### config.mk
export PLATFORM = sky130hd
export DESIGN_NAME = adc_capture_flat
export DESIGN_NICKNAME = d
export VERILOG_FILES = /design/src/rtl/adc_pkg.sv /design/src/rtl/adc_capture_if.sv /design/src/rtl/adc_capture_win_stats.sv /design/src/rtl/adc_capture.sv /design/src/flat_wrapper.sv
export SDC_FILE = /design/constraint.sdc
export NUM_CORES = 1
export LEC_CHECK = 0
export ABC_AREA = 1
export CORE_UTILIZATION = 30
export CTS_CLUSTER_DIAMETER = 150
export DETAILED_ROUTE_END_ITERATION = 6
export GPL_ROUTABILITY_DRIVEN = 1
export SLEW_MARGIN = 20
export SYNTH_ARGS = -nofsm -noshare
export SYNTH_HDL_FRONTEND = slang
export SYNTH_SLANG_ARGS = --single-unit
### constraint.sdc
create_clock -name clk_40 -period 3.55 [get_ports clk_40]
set_input_delay 0.5325 -clock clk_40 [delete_from_list [all_inputs] [get_ports clk_40]]
set_output_delay 0.5325 -clock clk_40 [all_outputs]
set_load 0.02 [all_outputs]
### src/rtl/adc_pkg.sv
// Shared widths, capture FSM states and the sample magnitude helper for the ADC capture path.
package adc_pkg;

    localparam int ADC_W = 14;
    localparam int CNT_W = 16;

    typedef enum logic {
        ST_SETTLE = 1'b0,
        ST_RUN    = 1'b1
    } cap_state_t;

    // |s| clamped to 13 bits: the most negative code would otherwise need a 14th magnitude bit.
    function automatic logic [ADC_W-1:0] magnitude(input logic signed [ADC_W-1:0] s);
        logic [ADC_W-1:0] m;
        if (s[ADC_W-1]) begin
            m = -s;
        end else begin
            m = s;
        end
        if (m[ADC_W-1]) begin
            m = {1'b0, {(ADC_W-1){1'b1}}};
        end
        return m;
    endfunction

endpackage

### src/rtl/adc_capture_if.sv
// Sample input / converted output / window statistics bundle of the ADC capture block.
interface adc_capture_if;
    import adc_pkg::*;

    logic [ADC_W-1:0]        adc_data;
    logic                    out_range;
    logic signed [ADC_W-1:0] out_data;
    logic                    out_valid;
    logic [ADC_W-1:0]        peak;
    logic                    peak_valid;
    logic [CNT_W-1:0]        ovr_count;
    logic                    overload;

    modport master (
        output adc_data, out_range,
        input  out_data, out_valid, peak, peak_valid, ovr_count, overload
    );

    modport slave (
        input  adc_data, out_range,
        output out_data, out_valid, peak, peak_valid, ovr_count, overload
    );

endinterface

### src/rtl/adc_capture_win_stats.sv
// Per-window peak magnitude and saturating over-range count; results load on the closing sample.
module win_stats
    import adc_pkg::*;
#(
    parameter int WIN_LEN    = 4096,
    parameter int OVR_THRESH = 16
) (
    input  logic             clk_40,
    input  logic             rst,
    input  logic [ADC_W-1:0] i_mag,
    input  logic             i_flag,
    input  logic             i_valid,
    output logic [ADC_W-1:0] o_peak,
    output logic [CNT_W-1:0] o_count,
    output logic             o_strobe,
    output logic             o_over
);

    localparam int WW = $clog2(WIN_LEN);

    logic [WW-1:0]    r_win_cnt;
    logic [ADC_W-1:0] r_acc_peak;
    logic [CNT_W-1:0] r_acc_cnt;
    logic [ADC_W-1:0] r_peak;
    logic [CNT_W-1:0] r_count;
    logic             r_strobe;
    logic             r_over;

    logic             w_close;
    logic [ADC_W-1:0] w_peak_new;
    logic [CNT_W-1:0] w_count_new;

    // The closing sample still belongs to its window, so results use the updated accumulator values.
    assign w_close     = (r_win_cnt == WW'(WIN_LEN - 1));
    assign w_peak_new  = (i_mag > r_acc_peak) ? i_mag : r_acc_peak;
    assign w_count_new = (r_acc_cnt == '1) ? r_acc_cnt : r_acc_cnt + CNT_W'(i_flag);

    always_ff @(posedge clk_40) begin
        if (rst) begin
            r_win_cnt  <= '0;
            r_acc_peak <= '0;
            r_acc_cnt  <= '0;
            r_peak     <= '0;
            r_count    <= '0;
            r_strobe   <= 1'b0;
            r_over     <= 1'b0;
        end else begin
            r_strobe <= 1'b0;
            if (i_valid) begin
                r_win_cnt <= r_win_cnt + WW'(1);
                if (w_close) begin
                    r_peak     <= w_peak_new;
                    r_count    <= w_count_new;
                    r_over     <= (32'(w_count_new) >= 32'(OVR_THRESH));
                    r_strobe   <= 1'b1;
                    r_acc_peak <= '0;
                    r_acc_cnt  <= '0;
                end else begin
                    r_acc_peak <= w_peak_new;
                    r_acc_cnt  <= w_count_new;
                end
            end
        end
    end

    assign o_peak   = r_peak;
    assign o_count  = r_count;
    assign o_strobe = r_strobe;
    assign o_over   = r_over;

endmodule

### src/rtl/adc_capture.sv
// ADC front end: two-stage offset-binary to two's-complement conversion, a post-reset settle
// period that blanks the output, and windowed peak / over-range statistics.
module adc_capture
    import adc_pkg::*;
#(
    parameter int SETTLE_CYCLES = 64,
    parameter int WIN_LEN       = 4096,
    parameter int OVR_THRESH    = 16
) (
    input  logic          clk_40,
    input  logic          rst,
    adc_capture_if.slave  adc_if
);

    localparam int SW = (SETTLE_CYCLES > 1) ? $clog2(SETTLE_CYCLES) : 1;

    logic [ADC_W-1:0]        r_d1;
    logic                    r_or1;
    logic signed [ADC_W-1:0] r_out_data;
    logic                    r_out_valid;
    cap_state_t              r_state;
    logic [SW-1:0]           r_settle_cnt;

    logic signed [ADC_W-1:0] w_sample;
    logic [ADC_W-1:0]        w_mag;
    logic                    w_run;
    logic [ADC_W-1:0]        w_peak;
    logic [CNT_W-1:0]        w_count;
    logic                    w_strobe;
    logic                    w_over;

    assign w_sample = {~r_d1[ADC_W-1], r_d1[ADC_W-2:0]};
    assign w_run    = (r_state == ST_RUN);
    assign w_mag    = magnitude(w_sample);

    always_ff @(posedge clk_40) begin
        if (rst) begin
            r_d1        <= '0;
            r_or1       <= 1'b0;
            r_out_data  <= '0;
            r_out_valid <= 1'b0;
        end else begin
            r_d1        <= adc_if.adc_data;
            r_or1       <= adc_if.out_range;
            r_out_data  <= w_run ? w_sample : '0;
            r_out_valid <= w_run;
        end
    end

    // Once RUN is reached only a reset returns to SETTLE.
    always_ff @(posedge clk_40) begin
        if (rst) begin
            r_state      <= ST_SETTLE;
            r_settle_cnt <= '0;
        end else begin
            case (r_state)
                ST_SETTLE: begin
                    if (r_settle_cnt == SW'(SETTLE_CYCLES - 1)) begin
                        r_state <= ST_RUN;
                    end else begin
                        r_settle_cnt <= r_settle_cnt + SW'(1);
                    end
                end
                ST_RUN:  r_state <= ST_RUN;
                default: r_state <= ST_SETTLE;
            endcase
        end
    end

    // Statistics see the stage-1 sample so their update lands on the same edge as out_data.
    win_stats #(
        .WIN_LEN    (WIN_LEN),
        .OVR_THRESH (OVR_THRESH)
    ) u_win_stats (
        .clk_40   (clk_40),
        .rst      (rst),
        .i_mag    (w_mag),
        .i_flag   (r_or1),
        .i_valid  (w_run),
        .o_peak   (w_peak),
        .o_count  (w_count),
        .o_strobe (w_strobe),
        .o_over   (w_over)
    );

    assign adc_if.out_data   = r_out_data;
    assign adc_if.out_valid  = r_out_valid;
    assign adc_if.peak       = w_peak;
    assign adc_if.peak_valid = w_strobe;
    assign adc_if.ovr_count  = w_count;
    assign adc_if.overload   = w_over;

endmodule
### src/flat_wrapper.sv
// flat-port wrapper written by rule: the top's interface ports become plain ports
module adc_capture_flat import adc_pkg::*;
#(
    parameter int SETTLE_CYCLES = 64,
    parameter int WIN_LEN       = 4096,
    parameter int OVR_THRESH    = 16
)
  (clk_40, rst, adc_if_adc_data, adc_if_out_range, adc_if_out_data, adc_if_out_valid, adc_if_peak, adc_if_peak_valid, adc_if_ovr_count, adc_if_overload);
  adc_capture_if adc_if_i ();
  input  logic clk_40;
  input  logic rst;
  input wire logic [$bits(adc_if_i.adc_data)-1:0] adc_if_adc_data;
  input wire logic [$bits(adc_if_i.out_range)-1:0] adc_if_out_range;
  output wire logic [$bits(adc_if_i.out_data)-1:0] adc_if_out_data;
  output wire logic [$bits(adc_if_i.out_valid)-1:0] adc_if_out_valid;
  output wire logic [$bits(adc_if_i.peak)-1:0] adc_if_peak;
  output wire logic [$bits(adc_if_i.peak_valid)-1:0] adc_if_peak_valid;
  output wire logic [$bits(adc_if_i.ovr_count)-1:0] adc_if_ovr_count;
  output wire logic [$bits(adc_if_i.overload)-1:0] adc_if_overload;
  assign adc_if_i.adc_data = adc_if_adc_data;
  assign adc_if_i.out_range = adc_if_out_range;
  assign adc_if_out_data = adc_if_i.out_data;
  assign adc_if_out_valid = adc_if_i.out_valid;
  assign adc_if_peak = adc_if_i.peak;
  assign adc_if_peak_valid = adc_if_i.peak_valid;
  assign adc_if_ovr_count = adc_if_i.ovr_count;
  assign adc_if_overload = adc_if_i.overload;
  adc_capture #(.SETTLE_CYCLES(SETTLE_CYCLES), .WIN_LEN(WIN_LEN), .OVR_THRESH(OVR_THRESH)) u_core (.clk_40(clk_40), .rst(rst), .adc_if(adc_if_i));
endmodule
==> impl_results.html <==
<table>
<tr><th>Metric</th><th>Value</th></tr>
<tr><th colspan="2">Timing</th></tr>
<tr><td>Worst Hold Slack</td><td>about 0.47 ns</td></tr>
<tr><td>RSZ-0062 raised after global routing</td><td>no</td></tr>
<tr><td>Fin Setup TNS</td><td>0 ns</td></tr>
<tr><td>Post-route worst setup slack</td><td>between 0.5 and 0.6 ns</td></tr>
<tr><td>Remaining max-slew budget at the tightest pin</td><td>between 30% and 40%</td></tr>
<tr><td>Slew @ Worst Pin</td><td>0.987 ns</td></tr>
<tr><td>Clock skew after layout</td><td>about 0.0068 ns</td></tr>
<tr><td>Final hold violation count</td><td>0</td></tr>
<tr><td>Fmax</td><td>roughly 330 MHz</td></tr>
<tr><td>Total setup violations reported at the end of the flow</td><td>0</td></tr>
<tr><td>Period utilisation layout</td><td>roughly 85%</td></tr>
<tr><td>Max Transition Viols Final</td><td>0</td></tr>
<tr><td>Final Critical Period</td><td>between 3 and 4 ns</td></tr>
<tr><th colspan="2">Worst hold path</th></tr>
<tr><td>Hold Crit Class</td><td>register to register</td></tr>
<tr><td>Worst Hold Launch</td><td>u_core.u_win_stats.r_acc_peak[3]</td></tr>
<tr><td>Number of cells traversed by the worst hold path</td><td>2</td></tr>
<tr><td>Endpoint of the worst hold path</td><td>u_core.u_win_stats.r_acc_peak[3]</td></tr>
<tr><th colspan="2">Pwr</th></tr>
<tr><td>Internal</td><td>a little under 0.002 W</td></tr>
<tr><td>Clock group share of total power</td><td>a little over two fifths</td></tr>
<tr><td>Flop pwr share</td><td>48.7%</td></tr>
<tr><td>Switching share of power</td><td>between 20% and 30%</td></tr>
<tr><td>PnR Total Power</td><td>between 0.002 and 0.003 W</td></tr>
<tr><td>Static Leak</td><td>2.73 nW</td></tr>
<tr><td>Psw</td><td>0.000621 W</td></tr>
<tr><td>Pwr dens</td><td>399 mW/mm2</td></tr>
<tr><td>Share of power burned in combinational logic</td><td>around 8.5%</td></tr>
<tr><td>IR Drop Worst-Case VDD</td><td>~0.29 mV</td></tr>
<tr><th colspan="2">Floorplan</th></tr>
<tr><td>Vertical extent of the die</td><td>136 um</td></tr>
<tr><td>Chip width</td><td>136 um</td></tr>
<tr><td>Placement Rows</td><td>48</td></tr>
<tr><td>I/O Pins</td><td>64</td></tr>
<tr><td>Area inside the core boundary</td><td>around 0.017 mm2</td></tr>
<tr><td>Initial standard-cell utilization of the core</td><td>30.9%</td></tr>
<tr><td>Die area</td><td>approximately 0.018 mm2</td></tr>
<tr><th colspan="2">Global route</th></tr>
<tr><td>Antenna violations before repair</td><td>0</td></tr>
<tr><td>GRT Resource Usage Total</td><td>around 15%</td></tr>
<tr><td>Met1 routing resource usage after global routing</td><td>between 10% and 20%</td></tr>
<tr><td>Aggregate global routing overflow</td><td>0</td></tr>
<tr><td>Grt peak-use layer</td><td>met2</td></tr>
<tr><td>Vias in the first global route</td><td>~4.5k</td></tr>
<tr><td>Largest net degree at the start of global routing</td><td>between 60 and 70</td></tr>
<tr><td>GR Layer Usage met3</td><td>2.35%</td></tr>
<tr><td>Met2 usage in global routing</td><td>approximately a quarter</td></tr>
<tr><td>Wire length of the first global-routing pass</td><td>21500 um</td></tr>
<tr><th colspan="2">Synthesis</th></tr>
<tr><td>Fraction of registers with async set or reset after synthesis</td><td>0%</td></tr>
<tr><td>Combined area of all synthesized cells</td><td>approximately 0.0054 mm2</td></tr>
<tr><td>Portion of synthesized cell area occupied by the leading cell type</td><td>approximately 41%</td></tr>
<tr><td>Cell types occupying the most area after synthesis</td><td>sky130_fd_sc_hd__dfxtp_1, sky130_fd_sc_hd__nand2_1, sky130_fd_sc_hd__nor2_1, sky130_fd_sc_hd__inv_1, sky130_fd_sc_hd__a21oi_1</td></tr>
<tr><td>Number of synthesized flops with an enable pin</td><td>0</td></tr>
<tr><td>FF+latch count, synth</td><td>roughly 110</td></tr>
<tr><td>Most used DFF post-synth</td><td>sky130_fd_sc_hd__dfxtp_1</td></tr>
<tr><td>Biggest area consumer among synthesized cells</td><td>sky130_fd_sc_hd__dfxtp_1</td></tr>
<tr><td>Most common cell in the synthesized netlist</td><td>sky130_fd_sc_hd__nand2_1</td></tr>
<tr><td>Synth top cells by count</td><td>sky130_fd_sc_hd__nand2_1, sky130_fd_sc_hd__nor2_1, sky130_fd_sc_hd__dfxtp_1</td></tr>
<tr><td>Netlist cell types</td><td>38</td></tr>
<tr><td>Net count of the mapped netlist</td><td>around 820</td></tr>
<tr><td>Yosys synthesis warning count</td><td>0</td></tr>
<tr><td>Number of instances in the synthesized netlist</td><td>787</td></tr>
<tr><td>Average cell area after synthesis</td><td>about 7 um2</td></tr>
<tr><td>Portion of the post-synthesis area used by sequential elements</td><td>41.3%</td></tr>
<tr><th colspan="2">Clock network</th></tr>
<tr><td>CTS tree</td><td>done</td></tr>
<tr><td>Clock sink count</td><td>between 100 and 150</td></tr>
<tr><td>Number of instances resized during post-cts repair</td><td>0</td></tr>
<tr><td>Hold-fix buffer count after cts</td><td>0</td></tr>
<tr><td>H-tree levels</td><td>3</td></tr>
<tr><td>Buffers inserted during post-CTS setup optimization</td><td>0</td></tr>
<tr><td>Clock buffer count from CTS</td><td>9</td></tr>
<tr><td>Clock transition at path regs</td><td>around 0.070 ns</td></tr>
<tr><td>Later-pin clock latency in the skew report</td><td>0.36 ns</td></tr>
<tr><td>Clock Tree Root</td><td>sky130_fd_sc_hd__clkbuf_16</td></tr>
<tr><td>Maximum buffer depth of the clock tree</td><td>2</td></tr>
<tr><th colspan="2">Worst setup path</th></tr>
<tr><td>Critical R2R Launch</td><td>u_core.r_d1[13]</td></tr>
<tr><td>CP endpoint kind</td><td>register</td></tr>
<tr><td>CP startpoint kind</td><td>register</td></tr>
<tr><td>Arr. time, crit path</td><td>around 3.3 ns</td></tr>
<tr><td>Crit path cell chain</td><td>inv_2, nand2_1, nor2_1, nand3_2, nand2_1, nor2_1, inv_1, ha_1, inv_1, nor2_1, nand3_1, nor3_2, inv_1, nand2_4, o21ai_0, o21ai_1, inv_1</td></tr>
<tr><td>Reg2Reg Capture Point</td><td>u_core.u_win_stats.o_peak[8]</td></tr>
<tr><td>Worst path bufs/invs</td><td>5</td></tr>
<tr><td>Maximum fanout along the worst path</td><td>19</td></tr>
<tr><td>Crit path top cell by count</td><td>sky130_fd_sc_hd__inv_1</td></tr>
<tr><td>Critical Path RT</td><td>around 3.8 ns</td></tr>
<tr><td>Cell count of the worst reg-to-reg path</td><td>17</td></tr>
<tr><td>Slack of the worst reg-to-reg path</td><td>~0.54 ns</td></tr>
<tr><td>Critical path's largest stage delay</td><td>roughly 0.5 ns</td></tr>
<tr><td>Kind of cell with the highest combined delay on the critical path</td><td>simple AND/OR/NAND/NOR gates</td></tr>
<tr><td>Setup CP Type</td><td>register to register</td></tr>
<tr><td>Crit path max-delay cell type</td><td>sky130_fd_sc_hd__dfxtp_1</td></tr>
<tr><th colspan="2">Drt</th></tr>
<tr><td>Sum of routed wire length over all layers</td><td>12800 um</td></tr>
<tr><td>Vias after detailed routing</td><td>4904</td></tr>
<tr><td>Drt initial violations</td><td>approximately 300</td></tr>
<tr><td>Post-route DRC</td><td>0</td></tr>
<tr><td>Post-route ant nets</td><td>0</td></tr>
<tr><td>Wirelength per Cell</td><td>12.0 um</td></tr>
<tr><td>Total iterations of the first detailed-routing run</td><td>4</td></tr>
<tr><td>Detailed-route vias per instance</td><td>about 4.6</td></tr>
<tr><th colspan="2">Finish</th></tr>
<tr><td>Post-layout net count</td><td>871</td></tr>
<tr><td>Share of layout cells above drive strength 1</td><td>under 10%</td></tr>
<tr><td>Area Growth Syn to Fin</td><td>20.9%</td></tr>
<tr><td>Summed area of non-filler cells in the final layout</td><td>between 0.006 and 0.007 mm2</td></tr>
<tr><td>Antenna diode count</td><td>0</td></tr>
<tr><th colspan="2">Place</th></tr>
<tr><td>Placement Setup Slack</td><td>roughly 0.55 ns</td></tr>
<tr><td>Final HPWL from detailed placement</td><td>slightly above 9000 um</td></tr>
<tr><td>Port Buffers</td><td>63</td></tr>
<tr><td>RD Place Congestion</td><td>0.847</td></tr>
<tr><td>DP Area</td><td>just over 0.006 mm2</td></tr>
<tr><th colspan="2">Status</th></tr>
<tr><td>Outcome</td><td>finished, final reports clean</td></tr>
<tr><th colspan="2">Job</th></tr>
<tr><td>Reported max-cap violation count</td><td>0</td></tr>
</table>
==> layout make-up <==
class                           instances  area [um2]
Inverter                              107         402
Sequential cell                       111        2220
Clock inverter                          6        92.6
Multi-Input combinational cell        541        2630
Fill cell                            1888       10900
Timing Repair Buffer                   66         648
Tap cell                              225         282
Clock buffer                           10         239
==> cells by family (layout without fill, tap and decap cells) <==
group	Yosys count	after routing	synth area share [%]
compound gates	121	121	11.9
buf+inv	135	189	10.0
mux	1	1	0.186
fa+ha+maj	18	18	4.18
simple gates	393	393	31.1
flops	111	111	41.3
xor+xnor	8	8	1.30
==> how the worst max path moves through the flow <==
stage               startpoint                      endpoint  cells after the start
2_1_floorplan   u_core.r_d1[0]  u_core.u_win_stats.o_peak[8]                     20
6_report       u_core.r_d1[13]  u_core.u_win_stats.o_peak[8]                     17
3_5_place_dp   u_core.r_d1[13]  u_core.u_win_stats.o_peak[8]                     17
4_1_cts        u_core.r_d1[13]  u_core.u_win_stats.o_peak[8]                     17
5_1_grt        u_core.r_d1[13]  u_core.u_win_stats.o_peak[2]                     18
3_3_place_gp   u_core.r_d1[13]  u_core.u_win_stats.o_peak[8]                     17
==> per-layer routing <==
metal	share of wire, %	vias up
met5	0	-
met4	2.2	0
met3	3.4	22
met2	45	77
met1	49	2219
li1	-	2586
==> worst reg2reg max path, delay by kind of cell, from the launching register on <==
kind	cells	cell delay (ns)
flip-flops	1	0.49
AND/OR/NAND/NOR	9	1.33
adder cells (fa/ha/maj)	1	0.26
AO/OA/AOI/OAI	2	0.33
buffers and inverters	5	0.50
==> placed cells by master (no fill, tap or decap), types with 4 or more instances in the layout <==
master | synthesis | final
sky130_fd_sc_hd__a21o_1 | 5 | 5
sky130_fd_sc_hd__a21oi_1 | 52 | 52
sky130_fd_sc_hd__a31oi_1 | 4 | 4
sky130_fd_sc_hd__clkbuf_16 | 0 | 9
sky130_fd_sc_hd__clkdlybuf4s50_1 | 0 | 62
sky130_fd_sc_hd__dfxtp_1 | 111 | 111
sky130_fd_sc_hd__ha_1 | 18 | 18
sky130_fd_sc_hd__inv_1 | 102 | 102
sky130_fd_sc_hd__nand2_1 | 184 | 184
sky130_fd_sc_hd__nand2_2 | 6 | 6
sky130_fd_sc_hd__nand3_1 | 49 | 49
sky130_fd_sc_hd__nand3b_1 | 6 | 6
sky130_fd_sc_hd__nand4_1 | 8 | 8
sky130_fd_sc_hd__nor2_1 | 116 | 115
sky130_fd_sc_hd__nor2_2 | 5 | 6
sky130_fd_sc_hd__nor3_1 | 8 | 8
sky130_fd_sc_hd__o21ai_0 | 51 | 51
sky130_fd_sc_hd__xor2_1 | 5 | 5
==> power by group through the flow <==
stage                     Sequential, W  Combinational [W]  Clock [W]
after global placement          0.00130           0.000221          0
after detailed placement        0.00130           0.000222          0
after CTS                       0.00127           0.000223    0.00115
after floorplan                 0.00129           0.000167          0
final                           0.00127           0.000220    0.00111
after global routing            0.00127           0.000257    0.00119
==> per-stage QoR <==
| step | utilization [%] | std cells |
|---|---|---|
| 2_1_floorplan | - | 787 |
| 3_3_place_gp | 35.5 | 1050 |
| 3_5_place_dp | 35.5 | 1050 |
| 4_1_cts | 37.4 | 1066 |
| 5_1_grt | 37.4 | 1066 |
| 6_report | 37.4 | 1066 |
==> sequential cells by signal (all words and copies together) (netlist names), 6 cells and up <==
signal                         flops
u_core.u_win_stats.r_win_cnt      12
u_core.adc_if.out_data            14
u_core.u_win_stats.o_count        16
u_core.u_win_stats.r_acc_peak     14
u_core.u_win_stats.r_acc_cnt      16
u_core.u_win_stats.o_peak         14
u_core.r_settle_cnt                6
u_core.r_d1                       14
Note: power is estimated with default switching activity, not from simulation.
